$ cat config.mk
export PLATFORM = sky130hd
export DESIGN_NAME = cdc_pulse_scheduler
export DESIGN_NICKNAME = d
export VERILOG_FILES = /design/src/rtl/cdc_pulse_scheduler.sv
export SDC_FILE = /design/constraint.sdc
export NUM_CORES = 1
export LEC_CHECK = 0
export CAP_MARGIN = 5
export CORE_MARGIN = 1.5
export CORE_UTILIZATION = 42
export DETAILED_ROUTE_END_ITERATION = 8
export PLACE_DENSITY = 0.68
export SLEW_MARGIN = 20
export SYNTH_ARGS = -nofsm -noshare
export SYNTH_HDL_FRONTEND = slang
export SYNTH_SLANG_ARGS = --single-unit
$ cat constraint.sdc
create_clock -name clk -period 5.5 [get_ports clk]
set_input_delay 0.825 -clock clk [delete_from_list [all_inputs] [get_ports clk]]
set_output_delay 0.825 -clock clk [all_outputs]
set_load 0.005 [all_outputs]
$ cat src/rtl/cdc_pulse_scheduler.sv
// Schedules single-cycle pulses from N_REQ requesters onto one shared fast-to-slow
// pulse synchronizer: round-robin grant, wait for the slow-domain acknowledge, then a hold-off gap.
`timescale 1ns/1ps
module cdc_pulse_scheduler #(
  parameter int N_REQ      = 4,
  parameter int GAP_CYCLES = 3,
  parameter int TIMEOUT    = 16
) (
  input  logic                                       clk,
  input  logic                                       reset,
  input  logic [N_REQ-1:0]                           req,
  input  logic                                       ack,
  input  logic                                       err_clr,
  output logic                                       pulse,
  output logic [(N_REQ > 1 ? $clog2(N_REQ) : 1)-1:0] pulse_id,
  output logic [N_REQ-1:0]                           pending,
  output logic [N_REQ-1:0]                           coalesced,
  output logic                                       timeout_err,
  output logic                                       busy,
  output logic [1:0]                                 fsm_state
);

  localparam int IDW  = N_REQ > 1 ? $clog2(N_REQ) : 1;
  localparam int CMAX = TIMEOUT > GAP_CYCLES ? TIMEOUT : GAP_CYCLES;
  localparam int CW   = $clog2(CMAX + 1);

  // Handshake: a req pulse is latched into pending and is never dropped; each pulse
  // is closed by one ack cycle while in WAIT_ACK (or by the timeout), ack elsewhere is ignored.
  typedef enum logic [1:0] {
    IDLE     = 2'd0,
    ISSUE    = 2'd1,
    WAIT_ACK = 2'd2,
    GAP      = 2'd3
  } state_t;

  state_t           state;
  logic [CW-1:0]    cnt;
  logic [IDW-1:0]   rr_ptr;
  logic             grant_vld;
  logic [IDW-1:0]   grant_idx;
  logic [IDW-1:0]   cand;
  logic [N_REQ-1:0] grant_clr;
  logic [N_REQ-1:0] coal_set;
  logic             to_fire;
  int               idx;

  assign fsm_state = state;

  // Round-robin search from rr_ptr; iterating downwards lets the nearest candidate win.
  always_comb begin
    grant_vld = 1'b0;
    grant_idx = '0;
    idx       = 0;
    cand      = '0;
    for (int k = N_REQ - 1; k >= 0; k--) begin
      idx = int'(rr_ptr) + k;
      if (idx >= N_REQ) idx = idx - N_REQ;
      cand = IDW'(idx);
      if (pending[cand]) begin
        grant_vld = 1'b1;
        grant_idx = cand;
      end
    end
  end

  always_comb begin
    grant_clr = '0;
    if (state == IDLE && grant_vld) grant_clr[grant_idx] = 1'b1;
    coal_set = req & pending & ~grant_clr;
    to_fire  = (state == WAIT_ACK) && !ack && (cnt == CW'(TIMEOUT - 1));
  end

  always_ff @(posedge clk or posedge reset) begin
    if (reset) begin
      state       <= IDLE;
      cnt         <= '0;
      rr_ptr      <= '0;
      pulse       <= 1'b0;
      pulse_id    <= '0;
      pending     <= '0;
      coalesced   <= '0;
      timeout_err <= 1'b0;
      busy        <= 1'b0;
    end else begin
      pending   <= req | (pending & ~grant_clr);
      coalesced <= coal_set | (coalesced & ~{N_REQ{err_clr}});
      // A new timeout in the same cycle as err_clr keeps the flag set.
      if (to_fire)      timeout_err <= 1'b1;
      else if (err_clr) timeout_err <= 1'b0;

      case (state)
        IDLE: begin
          if (grant_vld) begin
            state    <= ISSUE;
            pulse    <= 1'b1;
            busy     <= 1'b1;
            pulse_id <= grant_idx;
            rr_ptr   <= (grant_idx == IDW'(N_REQ - 1)) ? '0 : grant_idx + 1'b1;
          end
        end
        ISSUE: begin
          state <= WAIT_ACK;
          pulse <= 1'b0;
          cnt   <= '0;
        end
        WAIT_ACK: begin
          if (ack || to_fire) begin
            state <= GAP;
            cnt   <= '0;
          end else begin
            cnt <= cnt + 1'b1;
          end
        end
        GAP: begin
          if (cnt == CW'(GAP_CYCLES - 1)) begin
            state <= IDLE;
            busy  <= 1'b0;
            cnt   <= '0;
          end else begin
            cnt <= cnt + 1'b1;
          end
        end
        default: begin
          state <= IDLE;
          pulse <= 1'b0;
          busy  <= 1'b0;
        end
      endcase
    end
  end

endmodule

==> flow_summary.toml <==
[layout]
fillerInstances = 259
syn2layout_area_growth_pct = 23.2
fin_nets = 169
num_antenna_cells = 0
fin_cells = 180
final_layout_size_suffix_gt1_share_pct = 8.72

[detailed_routing]
avgRoutedWirePerCell_um = 12.5
drt-met1-wl_um = 1120
drc_errors = 0
drt_wl_total_um = 2250
viasPerCell = 5.24
dr_wl_met2_um = 1050
wl_met3_um = 74
drtAntennaViolNets = 0
vias = 943
firstDrtPassIters = 4
top_layer_used = "met4"
drt-initial-drc-count = 29

[floorplanning]
die_h_um = 57.3
die-area_mm2 = 0.00328
die_width_um = 57.3
pin_count = 23
start_util_pct = 44.5
core-area_mm2 = 0.00278
std_cell_rows = 19

[critical_path]
path_class = "reg2out"
path_max_fanout = 8
cp.depth = 1
rrSetupSlack_ns = 3.43
slowest_stage = "clkdlybuf4s50_1"
crit_end = "pending[1]"
r2r_start = "pending[0]$_DFF_PP0_"
cp.arrival_ns = 1.38
r2r_end = "coalesced[2]$_DFF_PP0_"
path_buf_inv = 1
crit_path_start = "pending[1]$_DFF_PP0_"
crit_path_max_incr_delay_ns = 0.56
crit_family = "buffers and inverters"
path_cells = "clkdlybuf4s50_1"
crit_required_ns = 4.68
crit_path_start_kind = "flop"
reg2reg_depth = 7
end_kind = "output pin"

[grt]
grt.total_usage_pct = 16.6
grt_max_degree = 23
antenna_found_initial = 0
grt_remaining_overflow = 0
grt_pass1_vias = 976
grt_pass1_wl_um = 4250

[timing]
setup-violations-final = 0
hold_viol = 0
fin_crit_sh_pct = 40.0
setup_ws_ns = 3.30
fin_worst_skew_ns = 0.00251
maxSlewHeadroom_pct = 46.8
final_max_slew_viol_count = 0
fin_crit_ns = 2.20
rsz0062_at_grt = "no"
fmax_mhz = 454
worst_pin_slew_ns = 0.797
fin_tns_setup_ns = 0

[logic_synthesis]
ys.flop_type = "dfrtp_1"
synth-seq-cells = 22
netlist_area_mm2 = 0.00124
netlist_instances = 125
synth_edf_count = 0
yosysSeqAreaShare_pct = 44.4
ys_async_sr_fraction_pct = 100
synth_area_per_cell_um2 = 9.91
syn-num-nets = 144
synth_commonest_cells = "22 x dfrtp_1, 15 x nand2_1, 14 x inv_1"
yosysMostFrequentCell = "dfrtp_1"
yosys.area.top_type = "dfrtp_1"
ys_warn_count = 0
synth_cell_types = 32
synth_top_area_share_pct = 44.4
synth_area_leaders = "dfrtp_1 44%, ha_1 11%, nand2_1 4.5%"

[pwr]
switching_power_mw = 0.279
p_clk_share_pct = 12.1
internal_power_mw = 0.449
fin_total_pwr_mw = 0.729
p_comb_share_pct = 50.3
swShare_pct = 38.3
p_leak_nw = 0.681
ir_drop_mv = 0.271
pwr-share-seq_pct = 37.7
power.density_mw_per_mm2 = 477

[cts]
cts_max_level = 1
worstSkewPairLatency_ns = 0.31
cts_sinks = 22
cts_tree = "yes"
cts-resized-gates = 0
clk_pin_slew_worst_paths_ns = 0.12
cts_buffers = 3
cts_root_buf = "clkbuf_4"
cts_buffer_depth = 2
cts_hold_buf = 0
post_cts_buffers = 0

[placed_design]
numPortBuffers = 22
dp_cells = 176
gp_congestion = 0.792
hpwl_um = 1710
place_ws_ns = 3.32

[flow_run]
drv_cap = 0

[outcome]
status = "complete, no violations"

[worst_hold_path]
hold_class = "reg2reg"
power groups by stage:
stage,sequential [mW],combinational (mW),clock [mW]
after floorplan,0.269,0.232,0
after global placement,0.274,0.365,0
after detailed placement,0.278,0.369,0
after CTS,0.274,0.372,0.0918
after global routing,0.285,0.420,0.102
final,0.274,0.366,0.0881
stage by stage:
| stage | area (um2) | util, % | hold WS (ns) |
|---|---|---|---|
| floorplan | 1240 | - | 0.467 |
| global placement | 1490 | 53.6 | 0.461 |
| detailed placement | 1490 | 53.6 | 0.477 |
| CTS | 1530 | 54.9 | 0.507 |
| global route | 1530 | 54.9 | 0.533 |
| finish | 1530 | 54.9 | 0.498 |
cell usage in the layout (no fill, tap or decap), types with 2 or more instances in the layout:
cell / Yosys / routed
or2_2: 5 / 5
a21oi_1: 3 / 3
or4b_1: 2 / 2
nand2b_1: 3 / 3
nand2_1: 15 / 15
mux2i_1: 3 / 3
ha_1: 11 / 11
clkdlybuf4s50_1: 0 / 22
inv_1: 14 / 14
a211oi_1: 2 / 2
nand3b_1: 2 / 2
nor2b_1: 3 / 3
a21boi_0: 4 / 4
o21ai_0: 10 / 10
o31ai_1: 3 / 3
nor2_1: 6 / 6
clkbuf_4: 0 / 3
dfrtp_1: 22 / 22
kinds of logic after synthesis:
group	synth area share, %
and+or+nand+nor	18.9
adders and majority gates	11.1
DFF	44.4
muxes	3.33
buffers and inverters	4.85
AOI/OAI and AO/OA	17.4
flip-flops by register name, indices dropped and copies added (netlist names), 2 cells and up:
name,count
cnt,5
coalesced,4
pending,4
fsm_state,2
pulse_id,2
rr_ptr,2
worst min path at each step:
| stage | from | to | depth (start not counted) |
|---|---|---|---|
| 2_1_floorplan | pulse_id[0]$_DFFE_PP0P_ | pulse_id[0]$_DFFE_PP0P_ | 2 |
| 3_3_place_gp | pulse_id[0]$_DFFE_PP0P_ | pulse_id[0]$_DFFE_PP0P_ | 2 |
| 3_5_place_dp | pulse_id[1]$_DFFE_PP0P_ | pulse_id[1]$_DFFE_PP0P_ | 2 |
| 4_1_cts | pulse_id[0]$_DFFE_PP0P_ | pulse_id[0]$_DFFE_PP0P_ | 2 |
| 5_1_grt | pulse_id[0]$_DFFE_PP0P_ | pulse_id[0]$_DFFE_PP0P_ | 2 |
| 6_report | pulse_id[0]$_DFFE_PP0P_ | pulse_id[0]$_DFFE_PP0P_ | 2 |
final cells by class:
| type | instances | area (um2) | share of cell area (%) |
|---|---|---|---|
| tap | 31 | 38.8 | 2.54 |
| timing repair buffer | 22 | 220 | 14.4 |
| multi-input combinational | 87 | 628 | 41.1 |
| clock buffer | 4 | 36.3 | 2.38 |
| inverter | 14 | 52.6 | 3.44 |
| sequential | 22 | 551 | 36.1 |
routing by layer:
| layer | global-route usage, % | up-vias |
|---|---|---|
| met5 | 0 | - |
| met4 | 2.99 | 0 |
| li1 | - | 477 |
| met1 | 23.6 | 449 |
| met2 | 25.8 | 15 |
| met3 | 4.76 | 2 |
Power figures use the tool's default switching activity.
